--- src/rtl/rp_pio_cpl_tracker.sv ---
// Root Port PIO completion tracker: tag allocation, per-tag timeout and completion
// matching, producing RP PIO Status set pulses. Optional first-error log: RP_PIO_ERR_LOG_EN.

module rp_pio_cpl_tracker_slot #(
    parameter int TIMEOUT_CYCLES = 1024,
    parameter int CNT_W          = 16
) (
    input  logic       clk,
    input  logic       rst_n,
    input  logic       alloc,
    input  logic [1:0] alloc_space,
    input  logic       cpl_hit,
    input  logic [2:0] cpl_status,
    output logic       busy,
    output logic [1:0] space,
    output logic       ev_ur,
    output logic       ev_ca,
    output logic       ev_cto,
    output logic       ev_unexp
);
    typedef enum logic {FREE = 1'b0, BUSY = 1'b1} state_t;

    localparam logic [CNT_W-1:0] TMO_LAST = CNT_W'(TIMEOUT_CYCLES - 1);

    state_t           state, state_nxt;
    logic [CNT_W-1:0] timer;
    logic             tmo;

    assign tmo = (state == BUSY) && (timer == TMO_LAST);

    always_ff @(posedge clk) begin
        if (!rst_n) begin
            state <= FREE;
            timer <= '0;
            space <= 2'd0;
        end else begin
            state <= state_nxt;
            // Timer only runs while the entry stays outstanding; it restarts from 0 on allocation.
            if (state == BUSY && state_nxt == BUSY)
                timer <= timer + 1'b1;
            else
                timer <= '0;
            if (state == FREE && alloc)
                space <= alloc_space;
        end
    end

    always_comb begin
        state_nxt = state;
        case (state)
            FREE:    if (alloc) state_nxt = BUSY;
            BUSY:    if (cpl_hit || tmo) state_nxt = FREE;
            default: state_nxt = FREE;
        endcase
    end

    always_comb begin
        busy     = (state == BUSY);
        ev_ur    = 1'b0;
        ev_ca    = 1'b0;
        if (busy && cpl_hit) begin
            ev_ca = (cpl_status == 3'b100);
            ev_ur = (cpl_status != 3'b000) && (cpl_status != 3'b100);
        end
        // A completion landing on the final timer cycle beats the timeout.
        ev_cto   = tmo && !cpl_hit;
        ev_unexp = !busy && cpl_hit;
    end
endmodule

module rp_pio_cpl_tracker #(
    parameter int NUM_TAGS       = 8,
    parameter int TAG_W          = $clog2(NUM_TAGS),
    parameter int TIMEOUT_CYCLES = 1024,
    parameter int CNT_W          = 16
) (
    input  logic             clk,
    input  logic             rst_n,
    input  logic             req_valid,
    input  logic [1:0]       req_type,
    output logic             req_ready,
    output logic [TAG_W-1:0] req_tag,
    input  logic             cpl_valid,
    input  logic [TAG_W-1:0] cpl_tag,
    input  logic [2:0]       cpl_status,
    output logic [31:0]      err_set,
    output logic             unexpected_cpl,
    output logic [TAG_W:0]   outstanding_cnt,
    output logic             log_valid,
    output logic [1:0]       log_type,
    output logic [TAG_W-1:0] log_tag,
    input  logic             log_clr
);
    logic [NUM_TAGS-1:0]      busy, gnt, alloc, cpl_hit;
    logic [NUM_TAGS-1:0]      ev_ur, ev_ca, ev_cto, ev_unexp;
    logic [NUM_TAGS-1:0][1:0] space;
    logic [1:0]               alloc_space;
    logic                     run;
    logic [31:0]              err_nxt;
    logic                     unexp_nxt;

    // Reserved request type is tracked as MEM.
    assign alloc_space = (req_type == 2'd3) ? 2'd2 : req_type;
    assign req_ready   = run && !(&busy);

    always_comb begin
        gnt     = '0;
        req_tag = '0;
        for (int i = NUM_TAGS - 1; i >= 0; i--) begin
            if (!busy[i]) begin
                gnt     = '0;
                gnt[i]  = 1'b1;
                req_tag = TAG_W'(i);
            end
        end
    end

    assign alloc = gnt & {NUM_TAGS{req_valid && req_ready}};

    generate
        for (genvar g = 0; g < NUM_TAGS; g++) begin : g_slot
            assign cpl_hit[g] = cpl_valid && (cpl_tag == TAG_W'(g));
            rp_pio_cpl_tracker_slot #(
                .TIMEOUT_CYCLES(TIMEOUT_CYCLES),
                .CNT_W         (CNT_W)
            ) u_slot (
                .clk        (clk),
                .rst_n      (rst_n),
                .alloc      (alloc[g]),
                .alloc_space(alloc_space),
                .cpl_hit    (cpl_hit[g]),
                .cpl_status (cpl_status),
                .busy       (busy[g]),
                .space      (space[g]),
                .ev_ur      (ev_ur[g]),
                .ev_ca      (ev_ca[g]),
                .ev_cto     (ev_cto[g]),
                .ev_unexp   (ev_unexp[g])
            );
        end
    endgenerate

    // Each space owns a byte of the status vector: bit 0 UR, bit 1 CA, bit 2 CTO.
    always_comb begin
        logic [4:0] base;
        base      = '0;
        err_nxt   = '0;
        unexp_nxt = |ev_unexp;
        for (int i = 0; i < NUM_TAGS; i++) begin
            base                = {space[i], 3'b000};
            err_nxt[base]       = err_nxt[base]       | ev_ur[i];
            err_nxt[base+5'd1]  = err_nxt[base+5'd1]  | ev_ca[i];
            err_nxt[base+5'd2]  = err_nxt[base+5'd2]  | ev_cto[i];
        end
    end

    always_comb begin
        outstanding_cnt = '0;
        for (int i = 0; i < NUM_TAGS; i++)
            outstanding_cnt = outstanding_cnt + (TAG_W+1)'(busy[i]);
    end

    always_ff @(posedge clk) begin
        if (!rst_n) begin
            run            <= 1'b0;
            err_set        <= '0;
            unexpected_cpl <= 1'b0;
        end else begin
            run            <= 1'b1;
            err_set        <= err_nxt;
            unexpected_cpl <= unexp_nxt;
        end
    end

`ifdef RP_PIO_ERR_LOG_EN
    logic             err_any;
    logic [1:0]       first_space;
    logic [TAG_W-1:0] first_tag;

    assign err_any = |(ev_ur | ev_ca | ev_cto);

    // Simultaneous errors: the lowest tag is the one logged.
    always_comb begin
        first_space = 2'd0;
        first_tag   = '0;
        for (int i = NUM_TAGS - 1; i >= 0; i--) begin
            if (ev_ur[i] || ev_ca[i] || ev_cto[i]) begin
                first_space = space[i];
                first_tag   = TAG_W'(i);
            end
        end
    end

    always_ff @(posedge clk) begin
        if (!rst_n) begin
            log_valid <= 1'b0;
            log_type  <= 2'd0;
            log_tag   <= '0;
        end else if (err_any && (!log_valid || log_clr)) begin
            log_valid <= 1'b1;
            log_type  <= first_space;
            log_tag   <= first_tag;
        end else if (log_clr) begin
            log_valid <= 1'b0;
        end
    end
`else
    logic log_clr_unused;
    assign log_clr_unused = log_clr;
    assign log_valid      = 1'b0;
    assign log_type       = 2'd0;
    assign log_tag        = '0;
`endif
endmodule
--- config.mk ---
export PLATFORM = sky130hd
export DESIGN_NAME = rp_pio_cpl_tracker
export DESIGN_NICKNAME = d
export VERILOG_FILES = /design/src/rtl/rp_pio_cpl_tracker.sv
export SDC_FILE = /design/constraint.sdc
export NUM_CORES = 1
export LEC_CHECK = 0
export CAP_MARGIN = 20
export CORE_ASPECT_RATIO = 1.1
export CORE_UTILIZATION = 52
export DETAILED_ROUTE_END_ITERATION = 10
export PLACE_DENSITY = 0.72
export SLEW_MARGIN = 10
export SYNTH_ARGS = -nofsm -noshare
export SYNTH_HDL_FRONTEND = slang
export SYNTH_SLANG_ARGS = --single-unit
--- constraint.sdc ---
create_clock -name clk -period 4.8 [get_ports clk]
set_input_delay 1.44 -clock clk [delete_from_list [all_inputs] [get_ports clk]]
set_output_delay 1.44 -clock clk [all_outputs]
set_load 0.01 [all_outputs]
Word-level counts from Yosys, hierarchy flattened
Index checks and enable logic that the tools add are counted.

storage, ports and cells
  register bits = 186
  bits of input ports = 13
  output and inout port bits = 47
  logic and storage cells = 455

operators by class
  add/sub/neg operators = 31
  $lt $le $gt $ge = 48
  eq/ne operators = 18
  mux-type cells = 177
  bitwise logic cells = 34
  reductions and logical operators = 120

operator list
  kind                     count
  $bwmux W32               23
  $lt A5 B6 Y1 const B     24
  $add A16 B1 Y16 const B  8
  $eq A16 B10 Y1 const B   8
  $ge A5 B1 Y1 const B     24
  $logic_and A1 B1 Y1      83
  $mux W1                  81
  $bmux W1 S5              16
  $demux W1 S5             16
  $mux W8                  8
  $add A5 B1 Y5 const B    8
  $add A5 B2 Y5 const B    8
  $and A32 B25 Y32         1
  $mux W3                  8
  $or A1 B1 Y1             24
  $logic_not A1 Y1         17
  $add A4 B1 Y4            4
  $bmux W1 S2              8
  $demux W1 S2             8
  $pmux W1 S2              8
  $reduce_and A2 Y1        8
  $eq A3 B3 Y1 const B     5
  $and A8 B8 Y8            1
  $logic_or A1 B1 Y1       8
  13 further kinds         21

Logic depth before layout (Yosys ltp)
Gate-level depths: netlist (run 1).

  depth after elaboration = 98
  mapped depth = 10
  gate-level depth less buffers = 9

Modules after synthesis
From an unflattened synthesis (run 1), not the netlist that was laid out.

unflattened totals
  cells, all modules = 956
  area, all modules = 8538.2 µm²

modules (own cells, without submodules)
  module                                          instances  cells each  area each (µm²)  seq. area each (µm²)
  rp_pio_cpl_tracker_slot (g_slot[0].u_slot ...)  7          95          869.6            380.4
  rp_pio_cpl_tracker                              1          198         1586.5           280.3
  rp_pio_cpl_tracker_slot (g_slot[7].u_slot)      1          93          864.6            380.4

Worst setup path after synthesis (run 1)
Ideal clock, no wire load.

  kind = register to output
  from = register g_slot[1].u_slot.state
  to = output outstanding_cnt[1]
  arrival time = 2860 ps
  data required time = 3360 ps
  setup slack = 500 ps
  cell stages (with the launch flop) = 11
  path through = dfxtp_1 -> clkbuf_1 -> inv_1 -> ha_1 -> fa_1 -> fa_1 -> inv_1 -> fa_1 -> inv_1 -> fa_1 -> inv_1

on the way
  word-level cells in the longest chain between the ends = 7

ends and longest elaborated chain
  element                      line  source
  start: declaration           25    state_t state, state_nxt;
  start signal: assignment     37    state <= state_nxt;
  $add A1 B1 Y2                160   outstanding_cnt = outstanding_cnt + (TAG_W+1)'(busy[i]);
  $add A2 B1 Y3                160
  $add A3 B1 Y4                160
  $add A4 B1 Y4 (4 in series)  160
  end: declaration             88    output logic [TAG_W:0] outstanding_cnt,

No other way between the ends.

Final worst setup path (run 1)
  from = register g_slot[1].u_slot.state
  to = output outstanding_cnt[2]

The elaborated chain is that of the path after synthesis.

==> metrics.yaml, run 1 <==
period_share_pct: 97.3
crit_chain: "inv_1 > ha_1 > fa_1 > fa_1 > inv_1 > fa_2 > inv_2 > fa_1 > xnor2_2 > dlygate4sd2_1"
coreArea_um2: 15700
syn2layout_area_growth_pct: 11.1
min_path_type: "reg -> reg"
hold_buffers: 0
slew_viol_final: 0
status: "finished clean"
layout_common_cells: "171 x nor2_1, 166 x dfxtp_1, 83 x nand2_1"
syn_inst: 998
postCtsSetupBuffers: 0
holdPathStages: 1
async_flop_share_pct: 0
first_global_vias: 6323
die_w_um: 123
min_from: "g_slot[7].u_slot.timer[0]"
synth_area_per_cell_um2: 8.36
diodes: 0
cp.arrival_ns: 3.23
rsz0062_at_grt: "no"
grt_antenna_before_repair: 0
insertion_delay_ns: 0.43
synthTopCellsByArea: "dfxtp_1 40%, nor2_1 7.7%, xor2_1 6.6%"
first_pass_iters: 5
fmax_mhz: 214
portBuffers: 32
numCtsBuffers: 17
vdd_drop_max_mv: 0.242
routed_via_density: 5.53
setup_ws_ns: 0.130
clkSinkCount: 166
cp-end-kind: "primary output"
cap_violations: 0
syn_area_um2: 8350
worst_setup_path_start_kind: "register"
cts_tree: "built"
cpPeakStageDelay_ns: 0.50
grtUsageTotal_pct: 23.2
tns_ns: 0
ant_nets: 0
cts_max_level: 4
io_pins: 60
period_needed_ns: 4.67
r2r_slack_ns: 2.54
dieArea_um2: 16600
synth-seq-cells: 166
yosysSeqAreaShare_pct: 39.8
synth_edf_count: 0
tightest_slew_ns: 1.06
cp_slowest_cell: "fa_1"
ys.flop_type: "dfxtp_1"
hold_end: "g_slot[7].u_slot.timer[0]"
p_leak_uw: 0.00302
crit_fanout: 2
dp_hpwl_um: 13200
maxSlewHeadroom_pct: 29.5
r2r.worst_path.cells: 6
ys.warnings.count: 0
grt_max_degree: 18
grt-ovfl-total: 0
nNetsFinal: 1048
wirelength_um: 18200
finClkSkew_ns: 0.00841
initial_core_util_pct: 53.3
clock-root-buffer: "clkbuf_16"
hold_viol_final: 0
place.gp.congestion: 0.955
layout_commonest_cell: "nor2_1"
grt_pass1_wl_um: 29900
avgRoutedWirePerCell_um: 14.7
synth_top_area_cell: "dfxtp_1"
r2r_end: "g_slot[0].u_slot.timer[5]"
place_ws_ns: 0.235
critical_path_class: "reg -> out"
drt_iter0_drc: 482
r2r_start: "g_slot[0].u_slot.timer[0]"
drcViolationCount: 0
cp_common_cell: "fa_1"
setup_viol_count_final: 0
power.density_nw_per_um2: 303
die_h_um: 135
rows: 48
drive_above_1_share_pct: 6.01
vias: 6816
clkTransAtPathRegs_ns: 0.06
synth.top_cell.area_share_pct: 39.8
worstPathRequired_ns: 3.36
cts_buffer_depth: 2
synth.distinct_cells: 81
-- how the worst max path moves through the flow --
stage	endpoint	depth (start not counted)	startpoint
6_report	outstanding_cnt[2]	10	g_slot[1].u_slot.busy
3_3_place_gp	outstanding_cnt[1]	10	g_slot[1].u_slot.busy
5_1_grt	outstanding_cnt[2]	10	g_slot[1].u_slot.busy
2_1_floorplan	outstanding_cnt[1]	10	g_slot[1].u_slot.busy
4_1_cts	outstanding_cnt[1]	10	g_slot[1].u_slot.busy
3_5_place_dp	outstanding_cnt[1]	10	g_slot[1].u_slot.busy
-- cell type report --
class                      count  area [µm²]
fill                        1424        6400
multi-input combinational    762        4620
sequential                   166        3320
clock buffer                  18         429
timing repair buffer          40         379
tap                          200         250
clock inverter                14         151
inverter                      32         120
-- sequential cells by signal, indices dropped and copies added, names as in the netlist --
register,flops
g_slot.u_slot.timer,128
g_slot.u_slot.space,16
err_set,12
g_slot.u_slot.busy,8
run,1
unexpected_cpl,1
-- cells by family (layout without fill, tap and decap cells) --
kind of cell	after synthesis	count (layout)	share of synthesized area [%]
fa+ha+maj	16	16	2.76
buf+inv	95	104	6.11
flops	166	166	39.8
xor+xnor	109	109	11.4
other cells	1	26	0.0449
simple gates	515	515	31.2
mux	16	16	2.07
compound gates	80	80	6.58
-- per-stage QoR --
step	std cells	utilization, %	power [µW]	cell area [µm²]	hold slack, ns
2_1_floorplan	1023	-	1480	8440	0.413
3_3_place_gp	1200	55.4	1500	8690	0.427
3_5_place_dp	1200	55.4	1500	8690	0.436
4_1_cts	1232	59.1	2840	9270	0.452
5_1_grt	1232	59.2	2900	9280	0.466
6_report	1232	59.2	2810	9280	0.446
-- synth_stat cells (5+ instances only) --
master	count
nand4b_1	5
and4_1	6
clkbuf_1	27
a21oi_1	18
o21ai_0	12
nand2_1	83
and3_1	23
inv_1	31
nand4_1	32
dfxtp_1	166
mux2i_1	15
and2_1	6
xnor2_1	46
nor2b_1	6
ha_1	12
nor4_1	19
nor3_1	38
nand3_1	69
buf_4	27
a41oi_1	6
a31oi_1	9
or3_1	13
xor2_1	63
nor2_1	171
-- worst max-delay path: cells and delay by family, from the launching register on --
kind	cells	cell delay (ns)
fa+ha+maj	5	1.82
buf+inv	4	0.46
flops	1	0.33
xor+xnor	1	0.20
-- metal layers --
metal,part of all wire [%],track usage (%),vias to the layer above
met3,4.7,5.03,38
met2,46,37.3,185
met4,2.6,10.1,0
met5,0,0,-
met1,47,29.6,3134
li1,-,-,3459
-- report_power, final --
part	total, µW	switching [µW]	internal, µW
Sequential	1380	3.69	1380
Combinational	84.8	55.6	29.3
Clock	1340	571	769
-- what timing repair did --
| action | 4_1_cts | 5_1_grt |
|---|---|---|
| pin swaps | 1 | 1 |
| endpoints found under the hold margin | 0 | 0 |
| gates resized for setup | 2 | 4 |
| setup endpoints to repair | 2 | 2 |
(Power assumes the default switching activity.)
==> run 2: changes to the inputs <==
--- a/config.mk
+++ b/config.mk
@@ -7,9 +7,8 @@
 export LEC_CHECK = 0
 export CAP_MARGIN = 20
 export CORE_ASPECT_RATIO = 1.1
-export CORE_UTILIZATION = 52
+export CORE_UTILIZATION = 35
 export DETAILED_ROUTE_END_ITERATION = 10
-export PLACE_DENSITY = 0.72
 export SLEW_MARGIN = 10
 export SYNTH_ARGS = -nofsm -noshare
 export SYNTH_HDL_FRONTEND = slang
==> run 2 against run 1 <==
Net effect:
- critical path depth unchanged
- non-clock buffer count increased by 3
- cell count is 8.4% higher
- hold slack better by 0.0022 ns
- first-iteration DRC count fell by 10%
- via count is 0.91% higher
- wire length grew 5.1%
- sequential share of layout area fell by 0.71 points
- cell area grew 2.0%
- core utilization is 18 points lower
- sequential power about the same
- flip-flop and latch count did not move
- largest cell class unchanged
==> metrics.yaml, run 2 (same netlist as run 1, synthesis figures left out) <==
ant_nets: 0  # unchanged
maxSlewHeadroom_pct: 41.3  # +12 points
grt_antenna_before_repair: 0  # unchanged
switchingPower_uw: 657  # +4.3%
layout_common_cells: "171 x nor2_1, 166 x dfxtp_1, 83 x nand2_1"
grt_max_degree: 18  # unchanged
diodes: 0  # unchanged
setup_viol_count_final: 0  # unchanged
finClkSkew_ns: 0.00942  # +0.00102 ns
power.density_nw_per_um2: 308  # +1.7%
p_clk_share_pct: 49.6  # +1.9 points
nNetsFinal: 1051  # +0.29%
cts_buffer_depth: 2  # unchanged
place_inst: 1302  # +8.5%
dieArea_um2: 24500  # +48%
p_leak_uw: 0.00307  # +1.7%
first_pass_iters: 5  # unchanged
first_global_vias: 6335  # +0.19%
worstPathRequired_ns: 3.36  # about the same
slew_viol_final: 0  # unchanged
routed_via_density: 5.15  # -6.9%
combPwrFrac_pct: 2.9  # about the same
reg_top3: "g_slot.u_slot.timer: 128 flops, g_slot.u_slot.space: 16 flops, err_set: 12 flops"
rows: 58  # +21%
io_pins: 60  # unchanged
period_needed_ns: 4.72  # +0.0457 ns
place_ws_ns: 0.225  # -0.0105 ns
clkTransAtPathRegs_ns: 0.07  # about the same
grt_pass1_wl_um: 31600  # +5.5%
avgRoutedWirePerCell_um: 14.3  # -3.1%
grt-ovfl-total: 0  # unchanged
total_power_uw: 2920  # +3.8%
die_w_um: 149  # +22%
clock-root-buffer: "clkbuf_16"
die_h_um: 164  # +22%
insertion_delay_ns: 0.43  # about the same
min_path_type: "reg -> reg"
critical_path_class: "reg -> out"
coreArea_um2: 23100  # +48%
fmax_mhz: 212  # -0.97%
status: "finished clean"
postCtsSetupBuffers: 0  # unchanged
hold_viol_final: 0  # unchanged
portBuffers: 32  # unchanged
wirelength_um: 19100  # +5.1%
initial_core_util_pct: 36.1  # -17 points
power_frac_seq_pct: 47.5  # -1.8 points
clkSinkCount: 166  # unchanged
fin_util_pct: 40.9  # -18 points
syn2layout_area_growth_pct: 13.4
stdcell_area_um2: 9460  # +2.0%
vdd_drop_max_mv: 0.223  # -7.7%
p_int_uw: 2260  # +3.6%
setup_ws_ns: 0.0844  # -0.0457 ns
cp-end-kind: "primary output"
drt_iter0_drc: 434  # -10%
drive_above_1_share_pct: 6.28  # +0.27 points
worst_setup_path_start_kind: "register"
top_register: "g_slot.u_slot.timer"
cap_violations: 0  # unchanged
grtUsageTotal_pct: 16.4  # -6.7 points
cts_max_level: 4  # unchanged
cp.arrival_ns: 3.28  # +0.05 ns
postPlaceCellArea_um2: 8820  # +1.5%
fill_cells: 2335  # +64%
numCtsBuffers: 17  # unchanged
fin_cells: 1335  # +8.4%
p_sw_share_pct: 22.5  # +0.11 points
largest_register_ffs: 128  # unchanged
crit_fanout: 2  # unchanged
cts_tree: "built"
place.gp.congestion: 0.946  # -0.91%
vias: 6878  # +0.91%
drcViolationCount: 0  # unchanged
layout_commonest_cell: "nor2_1"
period_share_pct: 98.2  # +0.95 points
dp_hpwl_um: 14000  # +6.2%
tightest_slew_ns: 0.878  # -0.178 ns
## run 2: cell type report
class	instances	area, µm²	area share [%]
sequential	166	3320	35.1
tap	300	375	3.97
timing repair buffer	43	402	4.24
clock inverter	14	186	1.97
multi-input combinational	762	4620	48.8
inverter	32	120	1.27
clock buffer	18	439	4.64
## run 2: path summary, 6_finish.rpt
check / startpoint / end / slack (ns) / cells after the start
min: g_slot[7].u_slot.timer[0] / g_slot[7].u_slot.timer[0] / 0.45 / 1
max: g_slot[1].u_slot.busy / outstanding_cnt[2] / 0.08 / 10
max reg2reg: g_slot[0].u_slot.timer[0] / g_slot[0].u_slot.timer[9] / 2.50 / 6
min reg2reg: g_slot[7].u_slot.timer[0] / g_slot[7].u_slot.timer[0] / 0.45 / 1
## run 2: power by group through the flow
stage | Clock, µW | Combinational, µW | Sequential, µW
after floorplan | 0 | 67.2 | 1410
after global placement | 0 | 84.8 | 1420
after detailed placement | 0 | 84.7 | 1420
after CTS | 1490 | 84.9 | 1380
after global routing | 1540 | 94.5 | 1380
final | 1450 | 85.7 | 1380
## run 2: layer usage
metal / global-route usage (%) / part of all wire (%) / vias up
met3: 3.47 / 5.3 / 33
met2: 26.5 / 46 / 171
met4: 6.54 / 2.1 / 0
met5: 0 / 0 / -
met1: 21.3 / 47 / 3215
li1: - / - / 3459
## run 2: through the flow
| step | hold WS [ns] | setup TNS (ns) |
|---|---|---|
| final | 0.448 | 0 |
| after CTS | 0.455 | 0 |
| after floorplan | 0.413 | 0 |
| after global routing | 0.467 | -0.0120 |
| after detailed placement | 0.438 | 0 |
| after global placement | 0.427 | 0 |
## run 2: worst max-delay path, stage by stage, from the launching register on
cell           delay, ns
dfxtp_1             0.33
inv_1               0.05
ha_1                0.28
fa_1                0.50
fa_1                0.41
inv_1               0.09
fa_2                0.21
inv_2               0.04
fa_1                0.45
xnor2_2             0.20
dlygate4sd2_1       0.29
## run 2: repair_timing
action                                  in CTS  in global routing
endpoints found under the hold margin        0                  0
hold buffers                                 0                  0
endpoints found under the setup margin       2                  1
gates resized for setup                      3                  3
pin swaps                                    0                  1
